### src/rtl/kanade_pkg.sv
// rtl/kanade_pkg.sv - shared constants and fetch FSM state encoding
//
// Purpose: common datapath width, NOP encoding, PC increment and the
// fetch FSM state enumeration used by fetch_unit and fetch_queue.
package kanade_pkg;

  localparam int XLEN = 32;
  localparam logic [XLEN-1:0] INS_NOP = 32'h0000_0000;
  localparam logic [XLEN-1:0] PC_STEP = 32'd4;

  typedef enum logic [1:0] {
    IDLE = 2'd0,
    WAIT = 2'd1,
    DROP = 2'd2
  } fetch_state_t;

endpackage

### src/rtl/fetch_queue.sv
// rtl/fetch_queue.sv - circular instruction queue of {ins, next_pc} entries
//
// Purpose: buffers fetched instructions between instruction memory and the
// FD stage register. Head outputs read registered storage only.
// Ports:
//   clk, reset          clock, synchronous active-high reset
//   push, push_ins,
//   push_next_pc        write one entry at the tail
//   pop                 drop the head entry
//   flush               empty the queue (wins over push and pop)
//   count               number of valid entries
//   head_ins,
//   head_next_pc        head entry, zero when the queue is empty
module fetch_queue
  import kanade_pkg::*;
#(
  parameter int DEPTH = 2
) (
  input  logic                         clk,
  input  logic                         reset,
  input  logic                         push,
  input  logic [XLEN-1:0]              push_ins,
  input  logic [XLEN-1:0]              push_next_pc,
  input  logic                         pop,
  input  logic                         flush,
  output logic [$clog2(DEPTH+1)-1:0]   count,
  output logic [XLEN-1:0]              head_ins,
  output logic [XLEN-1:0]              head_next_pc
);

  localparam int PTR_W = (DEPTH > 1) ? $clog2(DEPTH) : 1;
  localparam int CNT_W = $clog2(DEPTH+1);

  logic [XLEN-1:0]  ins_mem [DEPTH];
  logic [XLEN-1:0]  pc_mem  [DEPTH];
  logic [PTR_W-1:0] rd_ptr;
  logic [PTR_W-1:0] wr_ptr;
  logic             do_push;
  logic             do_pop;

  function automatic logic [PTR_W-1:0] ptr_inc(input logic [PTR_W-1:0] p);
    return (p == PTR_W'(DEPTH-1)) ? '0 : p + PTR_W'(1);
  endfunction

  // A push into a full queue is only accepted when a pop frees a slot.
  always_comb begin
    do_pop  = pop && (count != '0);
    do_push = push && ((count != CNT_W'(DEPTH)) || do_pop);
  end

  always_ff @(posedge clk) begin
    if (reset || flush) begin
      rd_ptr <= '0;
      wr_ptr <= '0;
      count  <= '0;
    end else begin
      if (do_push) wr_ptr <= ptr_inc(wr_ptr);
      if (do_pop)  rd_ptr <= ptr_inc(rd_ptr);
      count <= count + CNT_W'(do_push) - CNT_W'(do_pop);
    end
  end

  always_ff @(posedge clk) begin
    if (do_push && !flush && !reset) begin
      ins_mem[wr_ptr] <= push_ins;
      pc_mem[wr_ptr]  <= push_next_pc;
    end
  end

  always_comb begin
    head_ins     = INS_NOP;
    head_next_pc = '0;
    if (count != '0) begin
      head_ins     = ins_mem[rd_ptr];
      head_next_pc = pc_mem[rd_ptr];
    end
  end

endmodule

### src/rtl/fetch_unit.sv
// rtl/fetch_unit.sv - instruction fetch FSM with redirect handling
//
// Purpose: issues word fetches to instruction memory, queues returned
// instructions for the FD stage and handles taken-branch redirects,
// including dropping the response of a request in flight.
// Ports:
//   clk, reset                clock, synchronous active-high reset
//   imem_req, imem_addr       fetch request and its address (registered)
//   imem_ack, imem_rdata      request completion and returned instruction
//   out_valid, out_ready      FD handshake; pop on valid && ready
//   out_ins, out_next_pc      head instruction and its address plus 4
//   redirect, redirect_pc     new fetch address from EX/MEM
module fetch_unit
  import kanade_pkg::*;
#(
  parameter logic [XLEN-1:0] RESET_PC = 32'h0000_0000,
  parameter int              DEPTH    = 2
) (
  input  logic            clk,
  input  logic            reset,
  output logic            imem_req,
  output logic [XLEN-1:0] imem_addr,
  input  logic            imem_ack,
  input  logic [XLEN-1:0] imem_rdata,
  output logic            out_valid,
  input  logic            out_ready,
  output logic [XLEN-1:0] out_ins,
  output logic [XLEN-1:0] out_next_pc,
  input  logic            redirect,
  input  logic [XLEN-1:0] redirect_pc
);

  localparam int CNT_W = $clog2(DEPTH+1);
  localparam logic [CNT_W:0] DEPTH_C = (CNT_W+1)'(DEPTH);

  fetch_state_t     state;
  logic [XLEN-1:0]  fetch_pc;
  logic [XLEN-1:0]  pc_plus;
  logic [CNT_W-1:0] q_count;
  logic [CNT_W:0]   count_after;
  logic             push;
  logic             pop;

  assign pc_plus   = fetch_pc + PC_STEP;
  assign out_valid = (q_count != '0);
  assign push      = (state == WAIT) && imem_ack && !redirect;
  assign pop       = out_valid && out_ready;
  assign count_after = {1'b0, q_count} + (CNT_W+1)'(push) - (CNT_W+1)'(pop);

  fetch_queue #(.DEPTH(DEPTH)) u_queue (
    .clk          (clk),
    .reset        (reset),
    .push         (push),
    .push_ins     (imem_rdata),
    .push_next_pc (pc_plus),
    .pop          (pop),
    .flush        (redirect),
    .count        (q_count),
    .head_ins     (out_ins),
    .head_next_pc (out_next_pc)
  );

  // imem_addr only moves when a new request starts; in DROP it keeps the
  // abandoned address while fetch_pc already holds the redirect target.
  always_ff @(posedge clk) begin
    if (reset) begin
      state     <= IDLE;
      fetch_pc  <= RESET_PC;
      imem_req  <= 1'b0;
      imem_addr <= RESET_PC;
    end else begin
      case (state)
        IDLE: begin
          if (redirect) begin
            fetch_pc  <= redirect_pc;
            state     <= WAIT;
            imem_req  <= 1'b1;
            imem_addr <= redirect_pc;
          end else if ({1'b0, q_count} < DEPTH_C) begin
            state     <= WAIT;
            imem_req  <= 1'b1;
            imem_addr <= fetch_pc;
          end
        end
        WAIT: begin
          if (redirect) begin
            fetch_pc <= redirect_pc;
            if (imem_ack) begin
              imem_addr <= redirect_pc;
            end else begin
              state <= DROP;
            end
          end else if (imem_ack) begin
            fetch_pc <= pc_plus;
            // Only keep requesting if the next response has a guaranteed slot.
            if (count_after < DEPTH_C) begin
              imem_addr <= pc_plus;
            end else begin
              state    <= IDLE;
              imem_req <= 1'b0;
            end
          end
        end
        DROP: begin
          if (redirect) fetch_pc <= redirect_pc;
          if (imem_ack) begin
            state     <= WAIT;
            imem_addr <= redirect ? redirect_pc : fetch_pc;
          end
        end
        default: begin
          state    <= IDLE;
          imem_req <= 1'b0;
        end
      endcase
    end
  end

endmodule

### config.mk
export PLATFORM = sky130hd
export DESIGN_NAME = fetch_unit
export DESIGN_NICKNAME = d
export VERILOG_FILES = /design/src/rtl/kanade_pkg.sv /design/src/rtl/fetch_queue.sv /design/src/rtl/fetch_unit.sv
export SDC_FILE = /design/constraint.sdc
export NUM_CORES = 1
export LEC_CHECK = 0
export ABC_AREA = 1
export CAP_MARGIN = 5
export CORE_MARGIN = 4
export CORE_UTILIZATION = 25
export DETAILED_ROUTE_END_ITERATION = 12
export PLACE_DENSITY = 0.52
export SLEW_MARGIN = 10
export SYNTH_ARGS = -nofsm -noshare
export SYNTH_HDL_FRONTEND = slang
export SYNTH_SLANG_ARGS = --single-unit
### constraint.sdc
create_clock -name clk -period 6.6 [get_ports clk]
set_clock_uncertainty 0.2 [all_clocks]
set_input_delay 1.32 -clock clk [delete_from_list [all_inputs] [get_ports clk]]
set_output_delay 1.32 -clock clk [all_outputs]
set_load 0.02 [all_outputs]
Yosys cells after proc, flatten, opt, wreduce, memory -nomap -nowiden
Memories as Yosys holds them, arrays and structs flattened. A register that Yosys moved wholly into a read port is not among the register bits.
Cells that the tools add are included.
- word-level logic and storage cells: 87
- memory bits (writable): 128
- memories: 2
- output and inout bits: 98
- bits in registers: 71
- input bits: 69
- equal/unequal tests: 12
- reduce and logical (&&, ||, !) cells: 20
- add/sub/neg operators: 7
- bitwise gates (word level): 1
- muxes and demuxes: 36
- $lt $le $gt $ge: 2
- memory list (name ; depth ; width ; rd ports ; clocked after Yosys merged registers in ; write ports ; RTL line ; source):
    u_queue.ins_mem ; 2 ; 32 ; 1 ; 1 ; 1 ; fetch_queue.sv:34 ; logic [XLEN-1:0] ins_mem [DEPTH];
    u_queue.pc_mem ; 2 ; 32 ; 1 ; 1 ; 1 ; fetch_queue.sv:35 ; logic [XLEN-1:0] pc_mem [DEPTH];
- operators by type and width (cell ; count):
    32-bit two-way mux ; 12
    32-bit case mux with 3 select lines ; 1
    32-bit case mux with 2 select lines ; 1
    32-bit by 3-bit adder with 32-bit output (second input constant) ; 1
    5-bit AND reduction ; 3
    2-bit two-way mux ; 7
    1-bit two-way mux ; 13
    3-bit inequality test (second input constant) ; 4
    2-bit inequality test (second input constant) ; 5
    1-bit logical AND ; 7
    2-bit case mux with 3 select lines ; 1
    2-bit nonzero test ; 2
    2-bit by 1-bit adder with 3-bit output ; 1
    3-bit by 2-bit < comparator with 1-bit output (second input constant) ; 1
    3-bit by 2-bit inequality test with 1-bit output (second input constant) ; 1
    1-bit case mux with 3 select lines ; 1
    3-bit nonzero test ; 1
    3-bit by 1-bit subtractor with 3-bit output ; 1
    1-bit adder (second input constant) ; 2
    2-bit by 1-bit adder with 2-bit output ; 1
    2-bit by 1-bit equality test with 1-bit output (second input constant) ; 1
    2-bit equality test (second input constant) ; 1
    1-bit zero test ; 2
    2-bit zero test ; 1
    other kinds (6) ; 7

Depth between registers and ports, before layout
- word-level depth: 10
- depth in mapped cells: 17
- depth with buffers taken out: 15

Modules after synthesis
A second synthesis with hierarchy kept.
- cells, all modules: 1147
- area, all modules: 9789.4 um2
- modules (own cells, without submodules) (module ; area an instance (um2) ; cells each ; instances ; seq. area each (um2)):
    fetch_queue ; 5147.4 ; 385 ; 1 ; 3943.8
    fetch_unit ; 4642.0 ; 762 ; 1 ; 1341.3

Worst setup path after synthesis
OpenSTA, ideal clock, no wires.
- path kind: input to register
- start point: input port out_ready
- end point: memory u_queue.ins_mem[0][0], enable pin
- path buffers: 0
- arrival: 6.184 ns
- slack: -0.349 ns
- cell stages on the path: 5
- setup time: 0.565 ns
- data required time: 5.835 ns
- cell sequence: inv_1 > nor2_1 > inv_1 > a31o_2 > nor3_1
- longest elaborated chain between the ends: 8
- ends and longest elaborated chain (item ; RTL line ; source):
    start: declaration ; fetch_unit.sv:26 ; input logic out_ready,
    1-bit logical AND ; fetch_unit.sv:47 ; assign pop = out_valid && out_ready;
    1-bit logical AND ; fetch_queue.sv:47 ; do_pop = pop && (count != '0);
    net u_queue.do_pop ; fetch_queue.sv:39 ; logic do_pop;
    1-bit logical OR ; fetch_queue.sv:48 ; do_push = push && ((count != CNT_W'(DEPTH)) || do_pop);
    1-bit logical AND ; fetch_queue.sv:48 ;
    1-bit logical AND (2 in series) ; fetch_queue.sv:64 ; if (do_push && !flush && !reset) begin
    1-bit two-way mux ; fetch_queue.sv:64 ;
    1-bit two-way mux (implied by the code) ; fetch_queue.sv:65 ; ins_mem[wr_ptr] <= push_ins;
    end: declaration ; fetch_queue.sv:34 ;
The timed path passes the listed nets, and every way through them passes these cells.

Worst setup path in the final report
- start point: register u_queue.count[1]
- end point: output port out_next_pc[15]
- longest elaborated chain between the ends: 2
- ends and longest elaborated chain (item ; RTL line ; source):
    start: declaration ; fetch_queue.sv:26 ; output logic [$clog2(DEPTH+1)-1:0] count,
    start signal: assignment ; fetch_queue.sv:59 ; count <= count + CNT_W'(do_push) - CNT_W'(do_pop);
    2-bit nonzero test ; fetch_queue.sv:73 ; if (count != '0) begin
    32-bit two-way mux ; fetch_queue.sv:73 ;
    end: declaration ; fetch_unit.sv:28 ; output logic [XLEN-1:0] out_next_pc,
No other way between the ends.

==> metrics.csv <==
stage;metric;value;unit
outcome;status;complete, no violations;
synthesis;area leader, netlist;edfxtp_1;
final_layout;design area;0.0123;mm²
setup_path;Worst Path Arrival;2.83;ns
clock_network;CTS tree;done;
die;area of the core;0.0378;mm²
setup_path;startpoint types;flop;
die;Die X;204;µm
power_and_ir_drop;worst vdd ir;0.000128;V
clock_network;Clock transition at path regs;0.07;ns
synthesis;commonest register cell after synthesis;edfxtp_1;
sta;Final Cycle Share;65.9;%
sta;setup tns final;0;ns
placed_design;detailed placement HPWL;18900;µm
die;IO Pins;167;
detailed_routing;via count;7896;
setup_path;required time of the critical path;5.08;ns
setup_path;worst-path fanout max;34;
synthesis;top cells by area, synth;edfxtp_1 (40%), dfxtp_1 (15%), nand2_1 (14%);
setup_path;Slowest cell on crit path;nor2_4;
placed_design;port bufs;166;
placed_design;Setup Slack @ Placement;1.87;ns
detailed_routing;routed wire length per instance;15.9;µm
final_layout;nets@finish;1340;
placed_design;Post-DP Area;0.0117;mm²
setup_path;critical path cell sequence;nor2_4 -> buf_4 -> a21oi_1 -> clkdlybuf4s50_1;
final_layout;Area growth syn-to-layout;28.3;%
final_layout;layout cells sized above 1;6.33;%
detailed_routing;Iter 0 DRT Violations;567;
detailed_routing;DRC violations left;0;
clock_network;H-tree Lvls;4;
synthesis;number of synthesized flops with an enable pin;128;
global_routing;pin count of the biggest net entering global routing;65;
synthesis;post-synth cell types;37;
global_routing;vias in the first global route;7660;
synthesis;most numerous cell in the Yosys netlist;nand2_1;
synthesis;Commonest cells post-synth;nand2_1 (359), nor2_1 (138), a21oi_1 (137), edfxtp_1 (128), o21ai_0 (74);
global_routing;first-pass GRT wire length;44300;µm
setup_path;slowest stage delay, CP;0.71;ns
synthesis;Post-Syn Instances;1132;
flow_run;max-cap check violation count;0;
sta;RSZ-0062 raised after global routing;no;
synthesis;Synth Warn #;0;
setup_path;critical path class;flop to output pin;
synthesis;Synth top area share;40.2;%
sta;Final Critical Period;4.35;ns
sta;maximum clock frequency;230;MHz
sta;worst setup margin;2.25;ns
power_and_ir_drop;Leak;4.47;nW
synthesis;FFs w/ async S/R, synth;0;%
global_routing;total grt overflow;0;
global_routing;total track usage;13.6;%
setup_path;Crit. End Element;output pin;
sta;Final Setup Violations;0;
die;Core Rows;71;
clock_network;hold buffer count at CTS;0;
die;Die Area;0.0415;mm²
detailed_routing;final antenna-violating net count;0;
clock_network;number of buffers created by CTS;17;
final_layout;Ant. Diodes;0;
sta;Slew Limit Fails;0;
detailed_routing;Total Routed Length;28500;µm
die;chip height;204;µm
clock_network;Post-CTS Setup Inserts;0;
synthesis;Post-Syn Nets;1206;
sta;final hold viol count;0;
clock_network;root buffer cell;clkbuf_16;
detailed_routing;first-pass iteration count of the detailed router;5;
die;initial cell density of the core;25.3;%
detailed_routing;DR vias/cell;4.41;
synthesis;sequential area share after synthesis;55.2;%
clock_network;clk sinks;200;
clock_network;post_cts resized;0;
hold_path;worst min path class;flop to flop;
power_and_ir_drop;PD cells;250;mW/mm²
global_routing;initial antenna violation count;0;
placed_design;RePlAce Congestion;0.838;
sta;slew at the pin with the worst max-slew slack;1.01;ns
sta;Worst slew margin;32.4;%
clock_network;deepest clock path buffer count;2;
synthesis;Avg Cell Area, Syn;8.45;µm²
synthesis;FF+latch count, synth;200;
synthesis;Mapped Area;0.00957;mm²
clock_network;clk_lat worst skew;0.44;ns
-- metrics by stage --
stage                     hold WS (ns)  std cells  power (mW)  util [%]
after detailed placement         0.240       1758        2.01      30.9
after global routing             0.292       1790        3.23      32.5
after CTS                        0.253       1790        3.12      32.5
after global placement           0.237       1758        2.00      30.9
after floorplan                  0.226       1132        1.79         -
final                            0.250       1790        3.07      32.5
-- final timing paths --
check	startpoint	to	slack (ns)	cells past startpoint
max	u_queue.count[1]	out_next_pc[15]	2.25	4
min	u_queue.rd_ptr	flop	0.25	1
max reg2reg	u_queue.count[1]	imem_addr[0]	2.51	14
min reg2reg	u_queue.rd_ptr	flop	0.25	1
-- kinds of logic (layout without fill, tap and decap cells) --
kind of cell	after synthesis	after routing	share of synthesized area [%]
xor+xnor	13	13	1.58
buf+inv	107	254	4.84
compound gates	243	243	13.6
fa+ha+maj	5	5	0.732
simple gates	564	564	24.1
flops	200	200	55.2
-- cell usage in the layout (no fill, tap or decap), types with 2 or more instances in the layout --
cell type        Yosys  layout
clkinv_1             2       2
edfxtp_1           128     128
nor2_1             138     137
nor2_4               7       8
inv_2                5       6
inv_8                0       2
xor2_2               5       5
dfxtp_2              0       2
o21ai_0             74      74
nor2_2               7       7
and2_1              11      11
a211oi_1             4       4
inv_6                0       4
o21a_1               9       9
nor3_1               4       2
xor2_1               3       3
clkdlybuf4s50_1      0     165
xnor2_1              5       5
a21oi_1            137     137
or2_2                2       2
nand3_1             23      23
clkinv_4             0       2
ha_1                 4       4
inv_1               39      39
nand3b_1             5       5
buf_4                4      10
a21boi_0            15      15
nand2_1            359     359
nor3_2               0       2
nand2_2              5       5
dfxtp_1             72      70
clkbuf_16            0      19
-- registers in the layout (all words and copies together) (netlist names), named ones only --
name / cells
u_queue.ins_mem: 64
u_queue.pc_mem: 64
fetch_pc: 32
imem_addr: 32
state: 2
u_queue.count: 2
imem_req: 1
u_queue.rd_ptr: 1
u_queue.wr_ptr: 1
-- area by class of cell --
cell class,instances,area [µm²]
fill,3891,25500
sequential,200,5290
multi-input combinational,825,3840
timing repair buffer,176,1730
tap,511,639
clock buffer,20,479
inverter,46,173
clock inverter,12,130
-- metal layers --
metal	routed length (µm)	GRT usage (%)	vias up
li1	-	-	4022
met5	0	0	-
met4	427	3.97	0
met1	14100	19.5	3665
met3	1380	3.04	21
met2	12600	20.8	188
-- critical path: cells and delay by family (launching register included) --
family / cells / cell delay, ns
buffers and inverters: 2 / 1.14
AOI/OAI and AO/OA: 1 / 0.11
and+or+nand+nor: 1 / 0.71
DFF: 1 / 0.42
-- where the power goes --
group | total [mW] | internal, mW | switching [mW]
sequential | 1.47 | 1.40 | 0.0608
combinational | 0.512 | 0.203 | 0.309
clock | 1.10 | 0.580 | 0.516
total | 3.07 | 2.19 | 0.886
(Power assumes the default switching activity.)
